File: src/rtl/uart_rx_fifo_ctrl.sv
// Receive-side frame FIFO with status bits, RTS hysteresis flow control,
// and overrun / timeout / level-threshold interrupt generation.
module uart_rx_fifo_ctrl #(
    parameter int unsigned DATA_W       = 8,
    parameter int unsigned DEPTH        = 16,
    parameter int unsigned RTS_HI       = 12,
    parameter int unsigned RTS_LO       = 4,
    parameter int unsigned TIMEOUT_BITS = 40
) (
    input  logic                       clk,
    input  logic                       reset_n,
    input  logic                       rx_en_i,
    input  logic                       frame_valid_i,
    input  logic [DATA_W-1:0]          frame_data_i,
    input  logic                       parity_err_i,
    input  logic                       frame_err_i,
    input  logic                       bit_tick_i,
    input  logic                       pop_i,
    input  logic                       flush_i,
    input  logic                       clr_ovr_i,
    input  logic [$clog2(DEPTH):0]     thr_i,
    output logic [DATA_W-1:0]          rd_data_o,
    output logic                       rd_perr_o,
    output logic                       rd_ferr_o,
    output logic                       empty_o,
    output logic                       full_o,
    output logic [$clog2(DEPTH):0]     level_o,
    output logic                       rts_no,
    output logic                       overrun_o,
    output logic                       timeout_o,
    output logic                       irq_o
);

    localparam int unsigned AW = $clog2(DEPTH);
    localparam int unsigned LW = AW + 1;
    localparam int unsigned TW = $clog2(TIMEOUT_BITS + 1);
    localparam int unsigned EW = DATA_W + 2;

    typedef enum logic [1:0] {
        FLOW_DISABLED,
        FLOW_ASSERTED,
        FLOW_THROTTLED
    } flow_state_t;

    logic [EW-1:0] mem [DEPTH];
    logic [AW-1:0] wr_ptr;
    logic [AW-1:0] rd_ptr;
    logic [LW-1:0] level_q;
    logic [LW-1:0] level_nxt;
    logic [TW-1:0] tmo_cnt;
    logic          fv_d;
    logic          overrun_q;
    logic          irq_q;
    flow_state_t   state_q;
    flow_state_t   state_nxt;

    logic push_req;
    logic pop_req;
    logic wr_en;
    logic rd_en;
    logic ovr_set;
    logic is_empty;
    logic is_full;
    logic tmo_hit;

    // A pop frees a slot in the same cycle, so a full FIFO still accepts a push alongside it.
    always_comb begin
        is_empty = (level_q == '0);
        is_full  = (level_q == LW'(DEPTH));
        tmo_hit  = (tmo_cnt == TW'(TIMEOUT_BITS));
        push_req = rx_en_i & frame_valid_i & ~fv_d;
        pop_req  = pop_i & ~is_empty;
        wr_en    = ~flush_i & push_req & (~is_full | pop_req);
        rd_en    = ~flush_i & pop_req;
        ovr_set  = ~flush_i & push_req & is_full & ~pop_req;
        level_nxt = level_q;
        if (flush_i) begin
            level_nxt = '0;
        end else if (wr_en && !rd_en) begin
            level_nxt = level_q + LW'(1);
        end else if (rd_en && !wr_en) begin
            level_nxt = level_q - LW'(1);
        end
    end

    always_ff @(posedge clk) begin
        if (!reset_n) begin
            wr_ptr    <= '0;
            rd_ptr    <= '0;
            level_q   <= '0;
            fv_d      <= 1'b0;
            overrun_q <= 1'b0;
            tmo_cnt   <= '0;
            irq_q     <= 1'b0;
        end else begin
            fv_d    <= frame_valid_i;
            level_q <= level_nxt;
            if (flush_i) begin
                wr_ptr <= '0;
                rd_ptr <= '0;
            end else begin
                if (wr_en) wr_ptr <= wr_ptr + AW'(1);
                if (rd_en) rd_ptr <= rd_ptr + AW'(1);
            end
            if (ovr_set) begin
                overrun_q <= 1'b1;
            end else if (clr_ovr_i) begin
                overrun_q <= 1'b0;
            end
            if (flush_i || wr_en || rd_en || is_empty) begin
                tmo_cnt <= '0;
            end else if (bit_tick_i && !tmo_hit) begin
                tmo_cnt <= tmo_cnt + TW'(1);
            end
            irq_q <= ((thr_i != '0) && (level_q >= thr_i)) || tmo_hit || overrun_q;
        end
    end

    always_ff @(posedge clk) begin
        if (reset_n && wr_en) begin
            mem[wr_ptr] <= {frame_err_i, parity_err_i, frame_data_i};
        end
    end

    always_ff @(posedge clk) begin
        if (!reset_n) begin
            state_q <= FLOW_DISABLED;
        end else begin
            state_q <= state_nxt;
        end
    end

    // Throttle looks at the upcoming level so rts_no rises together with level_o.
    always_comb begin
        state_nxt = state_q;
        if (!rx_en_i) begin
            state_nxt = FLOW_DISABLED;
        end else begin
            case (state_q)
                FLOW_DISABLED:  if (level_q < LW'(RTS_HI))    state_nxt = FLOW_ASSERTED;
                FLOW_ASSERTED:  if (level_nxt >= LW'(RTS_HI)) state_nxt = FLOW_THROTTLED;
                FLOW_THROTTLED: if (level_q <= LW'(RTS_LO))   state_nxt = FLOW_ASSERTED;
                default:        state_nxt = FLOW_DISABLED;
            endcase
        end
    end

    assign {rd_ferr_o, rd_perr_o, rd_data_o} = is_empty ? '0 : mem[rd_ptr];
    assign empty_o   = is_empty;
    assign full_o    = is_full;
    assign level_o   = level_q;
    assign rts_no    = (state_q != FLOW_ASSERTED);
    assign overrun_o = overrun_q;
    assign timeout_o = tmo_hit;
    assign irq_o     = irq_q;

endmodule

File: config.mk
export PLATFORM = sky130hd
export DESIGN_NAME = uart_rx_fifo_ctrl
export DESIGN_NICKNAME = d
export VERILOG_FILES = /design/src/rtl/uart_rx_fifo_ctrl.sv
export SDC_FILE = /design/constraint.sdc
export NUM_CORES = 1
export LEC_CHECK = 0
export ABC_AREA = 0
export CAP_MARGIN = 10
export CORE_ASPECT_RATIO = 0.8
export CORE_MARGIN = 4
export CORE_UTILIZATION = 28
export CTS_CLUSTER_DIAMETER = 50
export DETAILED_ROUTE_END_ITERATION = 8
export GPL_TIMING_DRIVEN = 0
export PLACE_DENSITY = 0.49
export RECOVER_POWER = 25
export SLEW_MARGIN = 20
export SYNTH_ARGS = -nofsm -noshare
export SYNTH_HDL_FRONTEND = slang
export SYNTH_SLANG_ARGS = --single-unit
File: constraint.sdc
create_clock -name clk -period 2.09 [get_ports clk]
set_input_delay 0.418 -clock clk [delete_from_list [all_inputs] [get_ports clk]]
set_output_delay 0.418 -clock clk [all_outputs]
set_load 0.01 [all_outputs]
==> flow_summary.ini <==
[run_status]
status = complete, but fails checks
violations = negative setup slack

[synthesis]
yosysWarnings = 0
synth-edff-count = 160
seq_area_frac_synth_pct = 69.5
synth_top_area_share_pct = 62.3
yosysTopAreaCell = edfxtp_1
synthFlopType = edfxtp_1
ys_ff_latch = 188
async_flop_share_pct = 0
syn_avg_cell_area_sq_um = 18.0
syn_inst = 428
synth.net_count = 465
syn_area_sq_mm = 0.00772
synth_cell_types = 54
ys_top_cells_by_area = edfxtp_1 (62%), mux4_2 (15%), dfxtp_1 (7.3%)

[drt]
drt_iter0_markers = 243
drc = 0
drt-pass1-iter-count = 4
wire_per_inst_um = 19.7
ant_nets = 0
num_vias = 4219
drt-total-wl_um = 17900
vias_per_cell = 4.63

[cells_and_area]
finish.utilization_pct = 37.4
antenna_cells = 0
nets = 571
final_cell_mix = edfxtp_1 (160), mux4_2 (50), dfxtp_1 (23)
drive_gt1_share_pct = 37.7
final_cells = 911
mostFrequentLayoutCell = edfxtp_1
syn_to_final_growth_pct = 32.0

[worst_setup_path]
criticalPathCategory = flop to output port
r2r_setup_slack_ps = 50
timing.rr.start = level_o[1]$_SDFF_PN0_
cp.depth = 7
critPathCapture = rd_ferr_o
end_kind = output port
worst_ep_arrival_time_ps = 2460
required_ps = 1670
path_cells = buf_8 > buf_12 > buf_12 > mux4_2 > mux4_2 > nor2b_4 > buf_6
cp_slowest_stage_delay_ps = 540
critPathLaunchType = flop
critPathTopFamily = multiplexers
crit_fanout = 6
rr_endpoint = mem[15][9]$_DFFE_PP_
worst-r2r-cell-count = 9
path_buf_inv = 4
crit_path_top_delay_cell = mux4_2

[clock_network]
htreeDepth = 4
numCtsBuffers = 17
cts_hold_buffers = 0
cts-root-buf = clkbuf_16
cts_sinks = 188
cts_tree = built
clock_latency_ps = 430
clk_pin_slew_ps = 80
clock_path_buffers = 2

[floorplanning]
fp.dieW_um = 194
row_count = 54
core_sq_mm = 0.0272
dieArea_sq_mm = 0.0303
initial_utilization_pct = 28.3
dieHeight_um = 156
io_pins = 44

[place]
hpwl_um = 11500
port_buffers = 43
dp.cells = 835
gp_congestion = 0.797

[timing]
final_hold_viol_count = 0
finalClockSkew_ps = 13.1
setup_ws_ps = -793
period_share_pct = 138
worst_pin_slew_ps = 703
fin_crit_ps = 2880
setup_viol = 51
fmax_ghz = 0.347
slew_headroom_pct = 53.0
maxSlewViolCount = 0
rsz0062_at_grt = yes

[global_route]
grt_pass1_wl_um = 27200
overflow = 0
grt_max_degree = 20
track_usage_pct = 12.0
grt_pass1_vias = 4308
antenna_found_initial = 0

[power]
leakagePower_uw = 0.00330
p_per_area_mw_per_mm2 = 749
irDropWorstVdd_v = 0.000431

[min_path]
min_path_type = flop to flop

[job]
drv_cap = 0
-- worst register-to-register path: stages (launching register included) --
cell     delay [ps]
dfxtp_4         360
inv_4            40
ha_4            160
buf_6           120
nor3b_4         150
a31oi_4         210
buf_12          150
nand2_2         190
nor2_4          170
buf_4           190
-- worst min path at each step --
stage | start | end | slack, ps | cells after the start
finish | overrun_o$_SDFFE_PN0P_ | overrun_o$_SDFFE_PN0P_ | 500 | 2
global route | flush_i | state_q[1]$_SDFFE_PN0P_ | 530 | 3
CTS | overrun_o$_SDFFE_PN0P_ | overrun_o$_SDFFE_PN0P_ | 510 | 2
detailed placement | overrun_o$_SDFFE_PN0P_ | overrun_o$_SDFFE_PN0P_ | 490 | 2
global placement | overrun_o$_SDFFE_PN0P_ | overrun_o$_SDFFE_PN0P_ | 490 | 2
floorplan | rd_ptr[1]$_SDFFE_PP0N_ | flop | 470 | 2
-- synth_stat cells (5+ instances only) --
cell,instances
xnor2_1,6
ha_1,14
clkbuf_1,8
mux4_2,50
nor3_1,5
edfxtp_1,160
a21oi_1,7
dfxtp_1,28
inv_1,13
nand4_1,5
nor2b_1,10
nand2_1,11
nor2_1,38
xor2_1,9
buf_2,7
-- final cells by class --
| class | instances | area [sq um] |
|---|---|---|
| Sequential cell | 188 | 5380 |
| Tap cell | 364 | 455 |
| Clock inverter | 15 | 184 |
| Timing Repair Buffer | 89 | 1050 |
| Buffer | 15 | 159 |
| Clock buffer | 17 | 425 |
| Fill cell | 2489 | 17000 |
| Multi-Input combinational cell | 210 | 2480 |
| Inverter | 13 | 53.8 |
-- state kept, by name, summed over array words and instances, names as in the netlist, 2 cells and up, named ones only --
register / flops
wr_ptr: 4
level_o: 5
state_q: 2
tmo_cnt: 6
rd_ptr: 4
mem: 160
-- what timing repair did --
item / in CTS / in global routing
setup buffers: 42 / 4
cloned: 0 / 0
pin swaps: 18 / 1
gates resized for setup: 121 / 8
setup endpoints to repair: 177 / 144
-- per-stage QoR --
step	setup WS (ps)	power, uW	cell area [sq um]	hold WS (ps)	setup TNS, ps
finish	-793	7630	10200	502	-9550
global route	-850	7920	10200	533	-12450
global placement	-1250	4410	8770	489	-193460
floorplan	-137	4270	7880	468	-17580
CTS	-816	7710	10100	505	-7910
detailed placement	-1230	4420	8780	493	-176680
-- power breakdown --
part	internal (uW)	switching, uW	total [uW]	leakage [uW]
Combinational	144	162	305	0.00135
Clock	1720	1540	3260	0.000291
Sequential	4070	4.85	4070	0.00167
Total	5930	1710	7630	0.00330
-- cell families (layout without fill, tap and decap cells) --
family	count (synthesis)	count (layout)	share of synthesized area, %
compound gates	28	28	2.76
buf+inv	30	149	1.57
xor+xnor	15	15	1.70
flops	188	188	69.5
fa+ha+maj	14	14	2.27
simple gates	102	102	7.46
mux	51	51	14.7
-- metal layers --
layer  part of all wire, %  GRT usage (%)
met1                    46           16.6
met2                    49           19.7
met3                   4.1           2.73
met4                  0.87           2.63
met5                     0              0
Power figures use the tool's default switching activity.
